### config.mk
export PLATFORM = sky130hd
export DESIGN_NAME = sprite_layer
export DESIGN_NICKNAME = d
export VERILOG_FILES = /design/src/rtl/sprite_layer.sv
export SDC_FILE = /design/constraint.sdc
export NUM_CORES = 1
export LEC_CHECK = 0
export CORE_UTILIZATION = 52
export CTS_BUF_LIST = sky130_fd_sc_hd__clkbuf_8 sky130_fd_sc_hd__clkbuf_16
export CTS_CLUSTER_DIAMETER = 30
export DETAILED_ROUTE_END_ITERATION = 6
export GPL_ROUTABILITY_DRIVEN = 0
export PLACE_DENSITY = 0.83
export SLEW_MARGIN = 20
export SYNTH_ARGS = -nofsm -noshare
export SYNTH_HDL_FRONTEND = slang
export SYNTH_SLANG_ARGS = --single-unit
### constraint.sdc
create_clock -name clk -period 1.81 [get_ports clk]
set_input_delay 0.4525 -clock clk [delete_from_list [all_inputs] [get_ports clk]]
set_output_delay 0.4525 -clock clk [all_outputs]
set_load 0.01 [all_outputs]
### src/rtl/sprite_layer.sv
// Sprite overlay stage for the VGA pixel chain. It composites up to NUM_SPRITES
// fixed-priority sprites from a shared ROM and latches per-frame collisions against sprite 0.
module sprite_layer #(
  parameter int          NUM_SPRITES = 4,
  parameter int          SPR_W       = 16,
  parameter int          SPR_H       = 32,
  parameter int          ROM_AW      = 11,
  parameter int          ROM_LAT     = 0,
  parameter logic [23:0] TRANSP      = 24'h00FFFF
) (
  input  logic                          clk,
  input  logic                          rst,
  input  logic [9:0]                    hcount_in,
  input  logic [9:0]                    vcount_in,
  input  logic                          hsync_in,
  input  logic                          vsync_in,
  input  logic                          blnk_in,
  input  logic [23:0]                   rgb_in,
  input  logic [NUM_SPRITES*10-1:0]     spr_x,
  input  logic [NUM_SPRITES*9-1:0]      spr_y,
  input  logic [NUM_SPRITES-1:0]        spr_en,
  input  logic [NUM_SPRITES-1:0]        spr_dir,
  input  logic [NUM_SPRITES*ROM_AW-1:0] spr_base,
  input  logic [23:0]                   rom_data,
  output logic [ROM_AW-1:0]             rom_addr,
  output logic [9:0]                    hcount_out,
  output logic [9:0]                    vcount_out,
  output logic                          hsync_out,
  output logic                          vsync_out,
  output logic                          blnk_out,
  output logic [23:0]                   rgb_out,
  output logic [NUM_SPRITES-1:0]        collision
);

  localparam int NS = NUM_SPRITES;
  localparam int L  = ROM_LAT + 2;

  typedef struct packed {
    logic [9:0]  hcount;
    logic [9:0]  vcount;
    logic        hsync;
    logic        vsync;
    logic        blnk;
    logic [23:0] rgb;
    logic        hit;
  } stage_t;

  typedef struct packed {
    logic [9:0]  hcount;
    logic [9:0]  vcount;
    logic        hsync;
    logic        vsync;
    logic        blnk;
    logic [23:0] rgb;
  } out_t;

  logic [NS-1:0]     hit;
  logic [9:0]        dx   [NS];
  logic [9:0]        dy   [NS];
  logic [9:0]        col  [NS];
  logic [ROM_AW-1:0] addr [NS];

  stage_t            pipe_d [L-1];
  stage_t            pipe_q [L-1];
  out_t              out_d, out_q;
  logic [ROM_AW-1:0] rom_addr_d, rom_addr_q;
  logic [NS-1:0]     pend_d, pend_q, coll_d, coll_q, new_coll;
  logic              vs_q;

  // Bounds use 11-bit sums so a sprite hanging past column 1023 clips instead of wrapping.
  always_comb begin
    for (int i = 0; i < NS; i++) begin
      dx[i]   = hcount_in - spr_x[10*i +: 10];
      dy[i]   = vcount_in - {1'b0, spr_y[9*i +: 9]};
      col[i]  = spr_dir[i] ? 10'(SPR_W - 1) - dx[i] : dx[i];
      addr[i] = spr_base[ROM_AW*i +: ROM_AW] + ROM_AW'(32'(dy[i]) * SPR_W) + ROM_AW'(col[i]);
      hit[i]  = spr_en[i]
             && ({1'b0, hcount_in} >= {1'b0, spr_x[10*i +: 10]})
             && ({1'b0, hcount_in} <  {1'b0, spr_x[10*i +: 10]} + 11'(SPR_W))
             && ({1'b0, vcount_in} >= {2'b00, spr_y[9*i +: 9]})
             && ({1'b0, vcount_in} <  {2'b00, spr_y[9*i +: 9]} + 11'(SPR_H));
    end
  end

  // NOTE: every always_comb output gets a default first so no path can infer a latch.
  always_comb begin
    rom_addr_d = rom_addr_q;
    for (int i = NS - 1; i >= 0; i--) begin
      if (hit[i]) rom_addr_d = addr[i];
    end

    pipe_d[0].hcount = hcount_in;
    pipe_d[0].vcount = vcount_in;
    pipe_d[0].hsync  = hsync_in;
    pipe_d[0].vsync  = vsync_in;
    pipe_d[0].blnk   = blnk_in;
    pipe_d[0].rgb    = rgb_in;
    pipe_d[0].hit    = |hit;
    for (int k = 1; k < L - 1; k++) pipe_d[k] = pipe_q[k-1];
  end

  always_comb begin
    out_d.hcount = pipe_q[L-2].hcount;
    out_d.vcount = pipe_q[L-2].vcount;
    out_d.hsync  = pipe_q[L-2].hsync;
    out_d.vsync  = pipe_q[L-2].vsync;
    out_d.blnk   = pipe_q[L-2].blnk;
    if (pipe_q[L-2].blnk)                           out_d.rgb = 24'h000000;
    else if (pipe_q[L-2].hit && rom_data != TRANSP) out_d.rgb = rom_data;
    else                                            out_d.rgb = pipe_q[L-2].rgb;
  end

  // Bounding-box overlap with sprite 0; a hit on the vsync edge belongs to the next frame.
  always_comb begin
    new_coll = '0;
    if (!blnk_in && hit[0]) new_coll = hit & ({NS{1'b1}} << 1);
    if (vsync_in && !vs_q) begin
      coll_d = pend_q;
      pend_d = new_coll;
    end else begin
      coll_d = coll_q;
      pend_d = pend_q | new_coll;
    end
  end

  // NOTE: sequential state uses non-blocking assignments so all flops update together.
  always_ff @(posedge clk or negedge rst) begin
    if (!rst) begin
      // NOTE: the delay line is small and must come out of reset clean, so it is reset like plain flops.
      for (int k = 0; k < L - 1; k++) pipe_q[k] <= '0;
      out_q      <= '0;
      rom_addr_q <= '0;
      pend_q     <= '0;
      coll_q     <= '0;
      vs_q       <= 1'b0;
    end else begin
      for (int k = 0; k < L - 1; k++) pipe_q[k] <= pipe_d[k];
      out_q      <= out_d;
      rom_addr_q <= rom_addr_d;
      pend_q     <= pend_d;
      coll_q     <= coll_d;
      vs_q       <= vsync_in;
    end
  end

  assign rom_addr   = rom_addr_q;
  assign hcount_out = out_q.hcount;
  assign vcount_out = out_q.vcount;
  assign hsync_out  = out_q.hsync;
  assign vsync_out  = out_q.vsync;
  assign blnk_out   = out_q.blnk;
  assign rgb_out    = out_q.rgb;
  assign collision  = coll_q;

endmodule
==> out/qor.yml, run 1 <==
dpl_cell_area_mm2: 0.0167
async_flop_share_pct: 100
synthXorXnorAreaFrac_pct: 11.1
htreeDepth: 3
syn-num-nets: 1628
grtUsageTotal_pct: 76.1
synth.avg_cell_area_um2: 9.26
grt_max_degree: 38
yosysSeqAreaShare_pct: 25.1
netlist_area_mm2: 0.0112
worst-ep-kind: "sequential cell input"
dpl.hpwl_um: 30700
io_pins: 263
clock-root-buffer: "clkbuf_16"
synth_ff_type: "dfrtp_1"
clock_sinks: 112
portBuffers: 261
overflow: 133
die_y_um: 149
yosysUniqueCellTypes: 76
synth_adder_area_share_pct: 27.1
synth_seq_cells: 112
yosysWarningCount: 0
haltStage: "global routing"
syn_inst: 1207
status: "stopped before the end"
muxShareOfSynthArea_pct: 3.26
clockBufferDepth: 2
yosys.area_share.simple_pct: 10.9
tool.error: "[ERROR GRT-0232] Routing congestion too high. Check the congestion heatmap in the GUI."
timing.grt.repair.worst_endpoint: "rom_addr[9]$_DFFE_PN0P_/D"
synth_top_family_by_area: "adder cells"
std_cell_rows: 53
synth_edf_count: 0
start_util_pct: 53.1
die_x_um: 149
synth-compound-area-share_pct: 16.1
cts-buffers-inserted: 9
[synth_stat cells (2+ instances only)]
library cell  instances  area (um^2)
a2111oi_0             2         17.5
a211o_1               3         26.3
a211oi_1             15          113
a211oi_2              8          100
a21boi_0              2         15.0
a21o_1               32          240
a21oi_1              74          370
a311oi_1              2         17.5
a31o_2                5         43.8
a31oi_1               2         12.5
and3_1                2         12.5
and4_1                3         26.3
buf_6                 4         45.0
clkbuf_1             11         41.3
dfrtp_1             112         2800
fa_1                 36          721
ha_1                184         2300
inv_1               165          619
mux2_2                3         33.8
mux2i_1              33          330
nand2_1              39          146
nand2b_1             14         87.6
nand3_1              37          185
nand3b_1              4         30.0
nand4_1              14         87.6
nor2_1               85          319
nor2b_1              10         62.6
nor3_1               20          100
nor4_1                2         12.5
o2111ai_1             5         43.8
o211ai_1              5         37.5
o21a_1               11         82.6
o21ai_0              46          230
o21bai_1              9         67.6
o22ai_1              12         75.1
o31a_1                3         26.3
o31ai_1               8         60.1
o41a_1                2         22.5
o41ai_1               4         35.0
or2_2                 3         18.8
or4_1                 2         15.0
xnor2_1             113          990
xor2_1               28          245
[metal layers]
| layer | overflow | global-route usage [%] |
|---|---|---|
| met5 | 0 | 21.8 |
| met4 | 72 | 80.8 |
| met2 | 54 | 94.5 |
| met1 | 6 | 76.3 |
| met3 | 1 | 56.3 |
[cell families after synthesis]
kind of cell | after synthesis
multiplexers | 36
other | 1
adder cells (fa/ha/maj) | 220
XOR/XNOR | 141
AND/OR/NAND/NOR | 246
flip-flops | 112
buffers and inverters | 184
AO/OA/AOI/OAI | 267
[per-stage QoR]
| step | utilization [%] | instances | worst slack [ns] |
|---|---|---|---|
| after floorplan | - | 1207 | -2.41 |
| after global placement | 79.6 | 2043 | -3.06 |
| after detailed placement | 79.6 | 2043 | -3.21 |
| after CTS | 88.9 | 2123 | -2.42 |
[what timing repair did]
item / CTS
hold buffers: 1
setup endpoints to repair: 41
resized for setup: 337
setup buffers: 59
pin swaps: 167
endpoints found under the hold margin: 17
cloned: 5
==> run 2: changes to the inputs <==
==> config.mk (replaced) <==
export PLATFORM = sky130hd
export DESIGN_NAME = sprite_layer
export DESIGN_NICKNAME = d
export VERILOG_FILES = /design/src/rtl/sprite_layer.sv
export SDC_FILE = /design/constraint.sdc
export NUM_CORES = 1
export LEC_CHECK = 0
export CORE_UTILIZATION = 40
export DETAILED_ROUTE_END_ITERATION = 6
export GPL_ROUTABILITY_DRIVEN = 0
export PLACE_DENSITY_LB_ADDON = 0.15
export SLEW_MARGIN = 20
export SYNTH_ARGS = -nofsm -noshare
export SYNTH_HDL_FRONTEND = slang
export SYNTH_SLANG_ARGS = --single-unit
==> run 2 against run 1 <==
The flow now finishes, with violations (setup timing). Synthesized cell count is the same. Area after synthesis is the same.
==> out/qor.yml, run 2 <==
grtUsageTotal_pct: 26.6
min_path_type: "in -> async"
largest_register_ffs: 25
worstSetupPathType: "in -> reg"
period_needed_ns: 4.02
via_per_inst: 5.06
clock_sinks: 112  # unchanged
ir_drop_mv: 0.806
clockBufferDepth: 2  # unchanged
cap_violations: 0
p_sw_mw: 6.68
fill_cells: 2065
intPower_mw: 10.1
final_cells: 2221
finalWorstSetupSlack_ns: -2.21
yosysSeqAreaShare_pct: 25.1  # unchanged
portBuffers: 261  # unchanged
fp.coreArea_mm2: 0.0272
die_y_um: 169  # was 149 um
dp_cells: 2138  # was 2,043
start_kind: "input pin"
async_flop_share_pct: 100  # unchanged
grt_max_degree: 39
yosysUniqueCellTypes: 76  # unchanged
grt_pass1_vias: 11400
wl_per_cell_um: 17.7
synth_seq_cells: 112  # unchanged
overflow: 0
finalMaxSlewViolations: 0
cp.arrival_ns: 4.30
tightest_slew_ns: 0.623
relSlewSlack_pct: 58.3
htreeDepth: 3  # unchanged
combPwrFrac_pct: 70.7
grt_pass1_wl_um: 58800
fp.dieArea_mm2: 0.0286
die_x_um: 169  # was 149 um
status: "finished with violations"  # was stopped before the end
clk_pin_slew_worst_paths_ns: 0.08
drc: 0
drtIter0Drc: 614
hold_viol_final: 0
r2r_slack_ns: 0.67
netlist_area_mm2: 0.0112  # unchanged
dpl_cell_area_mm2: 0.0169  # was 0.0167 mm^2
synth.most_common_cell: "ha_1"  # unchanged
clock_power_share_pct: 12.1
top_register: "pipe_q"
tritoncts: "built"
rsz0062_at_grt: "yes"
crit_path_end_kind: "register"
p_per_area_mw_per_mm2: 864
yosys.area.top_type_share_pct: 25.1  # unchanged
leakage_nw: 9.12
synth_area_leaders: "dfrtp_1 (25%), ha_1 (21%), xnor2_1 (8.9%), fa_1 (6.5%), inv_1 (5.5%)"  # unchanged
layout_common_cells: "buf_4 (326), clkdlybuf4s50_1 (185), inv_1 (132), ha_1 (128), dfrtp_1 (112)"
cts-buffers-inserted: 9  # unchanged
io_pins: 263  # unchanged
final_common_cell: "buf_4"
final_area_mm2: 0.0194
pwr-share-seq_pct: 17.1
swShare_pct: 39.8
syn-num-nets: 1628  # unchanged
whs_ns: 0.0182
antenna_found_initial: 1
violations: "setup timing"
dpl.hpwl_um: 29900  # was 30,700 um
ant_nets: 0
std_cell_rows: 60  # was 53
clkLatencyLatePin_ns: 0.36
pre_cts_ws_ns: -3.11  # was -3.21 ns
drtPass1Iterations: 5
start_util_pct: 41.1  # was 53.1%
layout-drive-gt1-share_pct: 37.1
syn_inst: 1207  # unchanged
num_vias: 11200
clock-root-buffer: "clkbuf_16"  # unchanged
yosysWarningCount: 0  # unchanged
fin_nets: 2264
worstPathRequired_ns: 2.09
syn2layout_area_growth_pct: 74.0
synth_area_leader_cell: "dfrtp_1"  # unchanged
synth.avg_cell_area_um2: 9.26  # unchanged
path_max_fanout: 5
synth_ff_type: "dfrtp_1"  # unchanged
drt_wl_total_um: 39200
clock_skew_ns: 0.00867
report.final.setup_viol: 15
fmax_mhz: 249
min_period_over_period_pct: 222
netlist_top_cells_count: "ha_1 (184), inv_1 (165), xnor2_1 (113)"  # unchanged
synth_edf_count: 0  # unchanged
final_core_util_pct: 71.5
[run 2: cell counts after synthesis]
Identical to the previous run, type by type.
[run 2: final timing paths]
path                            endpoint  cells past startpoint          from
min in group clk               out_d[27]                      1  vcount_in[0]
max in group asynchronous      out_d[46]                      2           rst
min                            out_d[29]                      1           rst
max                          rom_addr[9]                     22  hcount_in[1]
max reg2reg                  rgb_out[11]                      2     out_d[24]
min reg2reg                vcount_out[0]                      0     out_d[27]
[run 2: stage by stage]
| step | power, mW | TNS [ns] |
|---|---|---|
| 6_report | 16.8 | -23.15 |
| 5_1_grt | 18.0 | -24.70 |
| 4_1_cts | 15.7 | -23.11 |
| 3_5_place_dp | 12.3 | -47.83 |
| 3_3_place_gp | 12.1 | -47.28 |
| 2_1_floorplan | 8.24 | -20.30 |
[run 2: power groups by stage]
stage	registers, mW	logic, mW	clock network (mW)
after floorplan	2.98	5.26	0
after global placement	2.91	9.22	0
after detailed placement	2.92	9.38	0
after CTS	2.87	10.8	2.11
after global routing	2.90	12.9	2.19
final	2.88	11.9	2.04
[run 2: per-layer routing]
| layer | wire, um | global-route usage (%) |
|---|---|---|
| met2 | 19000 | 46.3 |
| met5 | 0 | 0 |
| met4 | 1340 | 8.81 |
| met1 | 16900 | 33.7 |
| met3 | 1940 | 3.88 |
[run 2: cell families (layout without fill, tap and decap cells)]
group	Yosys count	in the layout	share of synthesized area [%]
adder cells (fa/ha/maj)	220	220	27.1
XOR/XNOR	141	141	11.1
other	1	2	0.0336
multiplexers	36	36	3.26
buffers and inverters	184	825	6.50
AO/OA/AOI/OAI	267	267	16.1
AND/OR/NAND/NOR	246	246	10.9
flip-flops	112	112	25.1
[run 2: critical path, stage by stage]
cell and delay, ns:
buf_12 0.11, buf_12 0.14, ha_4 0.21, nor2b_4 0.13, o2111a_1 0.26, nor3_2 0.21, xor2_1 0.25, buf_4 0.17
ha_4 0.19, a21oi_4 0.13, fa_1 0.44, inv_2 0.08, ha_4 0.21, buf_6 0.12, o21ai_2 0.06, nor2_2 0.07
nor3_2 0.27, o21bai_1 0.11, a21oi_2 0.18, xnor2_2 0.16, mux2i_2 0.13, a211oi_2 0.21
[run 2: final cells by class]
class                           instances  area (um^2)  share of cell area (%)
Timing Repair Buffer                  643         5920                    30.4
Clock inverter                          6         57.6                   0.296
Sequential cell                       112         2800                    14.4
Clock buffer                           10          229                    1.18
Antenna cell                            1         2.50                  0.0129
Tap cell                              372          465                    2.39
Multi-Input combinational cell        911         9310                    47.9
Inverter                              166          657                    3.38
[run 2: what timing repair did]
action / in CTS / in global routing
gates resized for setup: 309 / 145
gates cloned: 4 / 0
endpoints found under the setup margin: 40 / 16
buffers inserted: 45 / 25
pin swaps: 155 / 142
hold buffers: 0 / 0
Power figures use the tool's default switching activity.
==> run 3: changes to the inputs <==
--- a/config.mk
+++ b/config.mk
@@ -6,6 +6,7 @@
 export NUM_CORES = 1
 export LEC_CHECK = 0
 export CORE_UTILIZATION = 40
+export CTS_CLUSTER_SIZE = 8
 export DETAILED_ROUTE_END_ITERATION = 6
 export GPL_ROUTABILITY_DRIVEN = 0
 export PLACE_DENSITY_LB_ADDON = 0.15
==> results of run 3 <==
Final layout, timing and power as in run 2 (identical DEF).
==> run 4: changes to the inputs <==
--- a/config.mk
+++ b/config.mk
@@ -9,7 +9,7 @@
 export CTS_CLUSTER_SIZE = 8
 export DETAILED_ROUTE_END_ITERATION = 6
 export GPL_ROUTABILITY_DRIVEN = 0
-export PLACE_DENSITY_LB_ADDON = 0.15
+export PLACE_DENSITY = 0.62
 export SLEW_MARGIN = 20
 export SYNTH_ARGS = -nofsm -noshare
 export SYNTH_HDL_FRONTEND = slang
==> run 4 against run 3 <==
The run still ends with setup timing left. Design area about the same. Hold slack improved by 0.18 ns. Die area unchanged. Count of clock-buffer cells in the layout decreased by 1. Clock skew about the same. Sequential power about the same. Non-clock buffer count rose by 1. Maximum frequency decreased by 1.8%. Cell count stayed put. Via count barely moved. Routed wire length rose by 1.5%. Critical endpoint is now rom_addr[10]. Largest cell class unchanged. Largest power group unchanged. Highest routed layer unchanged.
==> out/qor.yml, run 4 (same netlist as run 2, synthesis figures left out) <==
status: "finished with violations"  # unchanged
violations: "setup timing"  # unchanged
worstPathRequired_ns: 2.09  # about the same
htreeDepth: 3  # unchanged
top_register: "pipe_q"  # unchanged
whs_ns: 0.200  # was 0.0182 ns
r2r_slack_ns: 0.65  # was 0.67 ns
finalMaxSlewViolations: 0  # unchanged
min_path_type: "in -> reg"  # was in -> async
die_y_um: 169  # unchanged
fill_cells: 2013  # was 2,065
num_vias: 11200  # about the same
final_area_mm2: 0.0194  # about the same
layout-drive-gt1-share_pct: 38.2  # was 37.1%
clock_sinks: 112  # unchanged
p_per_area_mw_per_mm2: 864  # about the same
clock_skew_ns: 0.00830  # was 0.00867 ns
rsz0062_at_grt: "yes"  # unchanged
grt_pass1_vias: 11400  # about the same
layout_common_cells: "buf_4 (329), clkdlybuf4s50_1 (182), inv_1 (132), ha_1 (131), dfrtp_1 (112)"  # was buf_4 (326), clkdlybuf4s50_1 (185), inv_1 (132), ha_1 (128), dfrtp_1 (112)
largest_register_ffs: 25  # unchanged
dpl_cell_area_mm2: 0.0170  # was 0.0169 mm^2
clk_pin_slew_worst_paths_ns: 0.09  # was 0.08 ns
drc: 0  # unchanged
relSlewSlack_pct: 68.0  # was 58.3%
portBuffers: 261  # unchanged
combPwrFrac_pct: 70.6  # was 70.7%
report.final.setup_viol: 15  # unchanged
grtUsageTotal_pct: 26.9  # was 26.6%
die_x_um: 169  # unchanged
dpl.hpwl_um: 30100  # was 29,900 um
leakage_nw: 9.26  # was 9.12 nW
dp_cells: 2141  # was 2,138
clockBufferDepth: 2  # unchanged
ir_drop_mv: 0.630  # was 0.806 mV
drt_wl_total_um: 39800  # was 39,200 um
pwr-share-seq_pct: 17.1  # about the same
intPower_mw: 10.0  # was 10.1 mW
crit_path_end_kind: "register"  # unchanged
final_common_cell: "buf_4"  # unchanged
fmax_mhz: 244  # was 249 MHz
finalWorstSetupSlack_ns: -2.28  # was -2.21 ns
start_util_pct: 41.1  # unchanged
grt_max_degree: 69  # was 39
syn2layout_area_growth_pct: 73.9  # was 74.0%
period_needed_ns: 4.09  # was 4.02 ns
ant_nets: 0  # unchanged
fp.dieArea_mm2: 0.0286  # unchanged
cts-buffers-inserted: 9  # unchanged
pre_cts_ws_ns: -3.19  # was -3.11 ns
drtPass1Iterations: 5  # unchanged
drtIter0Drc: 522  # was 614
wl_per_cell_um: 17.9  # was 17.7 um
tritoncts: "built"  # unchanged
min_period_over_period_pct: 226  # was 222%
final_cells: 2221  # unchanged
fp.coreArea_mm2: 0.0272  # unchanged
p_sw_mw: 6.77  # was 6.68 mW
hold_viol_final: 0  # unchanged
fin_nets: 2265  # was 2,264
swShare_pct: 40.4  # was 39.8%
cap_violations: 0  # unchanged
tightest_slew_ns: 0.468  # was 0.623 ns
diodes: 0  # was 1
clkLatencyLatePin_ns: 0.36  # about the same
antenna_found_initial: 0  # was 1
overflow: 0  # unchanged
start_kind: "input pin"  # unchanged
clock_power_share_pct: 12.3  # was 12.1%
std_cell_rows: 60  # unchanged
path_max_fanout: 3  # was 5
io_pins: 263  # unchanged
clock-root-buffer: "clkbuf_16"  # unchanged
cp.arrival_ns: 4.38  # was 4.30 ns
via_per_inst: 5.06  # about the same
grt_pass1_wl_um: 59300  # was 58,800 um
worstSetupPathType: "in -> reg"  # unchanged
[run 4: routing by layer]
layer  vias up  wire length (um)  GRT usage (%)
met3        78              2080           3.18
met1      5315             17000           34.2
met4         0              1760           10.3
li1       5478                 -              -
met2       367             19000           46.6
met5         -                 0              0
[run 4: final cells by class]
cell class / instances / area [um^2] / share of cell area [%]
clock buffer: 9 / 225 / 1.16
sequential: 112 / 2800 / 14.4
multi-input combinational: 911 / 9310 / 47.9
timing repair buffer: 644 / 5890 / 30.3
clock inverter: 7 / 75.1 / 0.386
inverter: 166 / 652 / 3.36
tap: 372 / 465 / 2.40
[run 4: path summary, 6_finish.rpt]
| check | from | endpoint | cells past startpoint |
|---|---|---|---|
| max | spr_x[0] | rom_addr[10] | 21 |
| min | vcount_in[0] | out_d[27] | 1 |
| max reg2reg | pipe_q[0] | rgb_out[12] | 4 |
| min reg2reg | out_d[33] | vcount_out[6] | 0 |
| max in group asynchronous | rst | out_d[31] | 3 |
| min in group asynchronous | rst | pend_q[2] | 2 |
[run 4: timing repair]
action,CTS,global route
cloned,4,0
buffers inserted,46,22
hold buffers,1,0
setup endpoints to repair,39,21
gates resized for setup,253,223
pin swaps,118,134
hold endpoints to repair,13,0
[run 4: through the flow]
stage / util (%) / total power, mW / TNS, ns
after floorplan: - / 8.24 / -20.30
after global placement: 62.5 / 12.1 / -48.79
after detailed placement: 62.5 / 12.3 / -49.35
after CTS: 68.0 / 15.4 / -24.08
after global routing: 71.5 / 17.9 / -24.30
final: 71.5 / 16.8 / -22.91
[run 4: worst max-delay path, cell delays in order]
cell and delay, ns:
dlygate4sd2_1 0.23, ha_4 0.14, inv_2 0.03, fa_2 0.36, a211oi_2 0.21, nor2_2 0.09
o311a_1 0.32, a21oi_2 0.14, nor2_1 0.07, nand2_1 0.07, nand2_1 0.06, xor2_1 0.15
fa_1 0.49, inv_1 0.05, ha_2 0.17, or4_4 0.49, a31o_4 0.25, a21oi_2 0.14
xnor2_1 0.15, o22ai_1 0.11, a211oi_2 0.20
[run 4: power groups by stage]
stage / sequential [mW] / combinational, mW / clock (mW)
floorplan: 2.98 / 5.26 / 0
global route: 2.89 / 12.8 / 2.23
global placement: 2.90 / 9.23 / 0
CTS: 2.86 / 10.4 / 2.13
finish: 2.86 / 11.8 / 2.07
detailed placement: 2.91 / 9.38 / 0
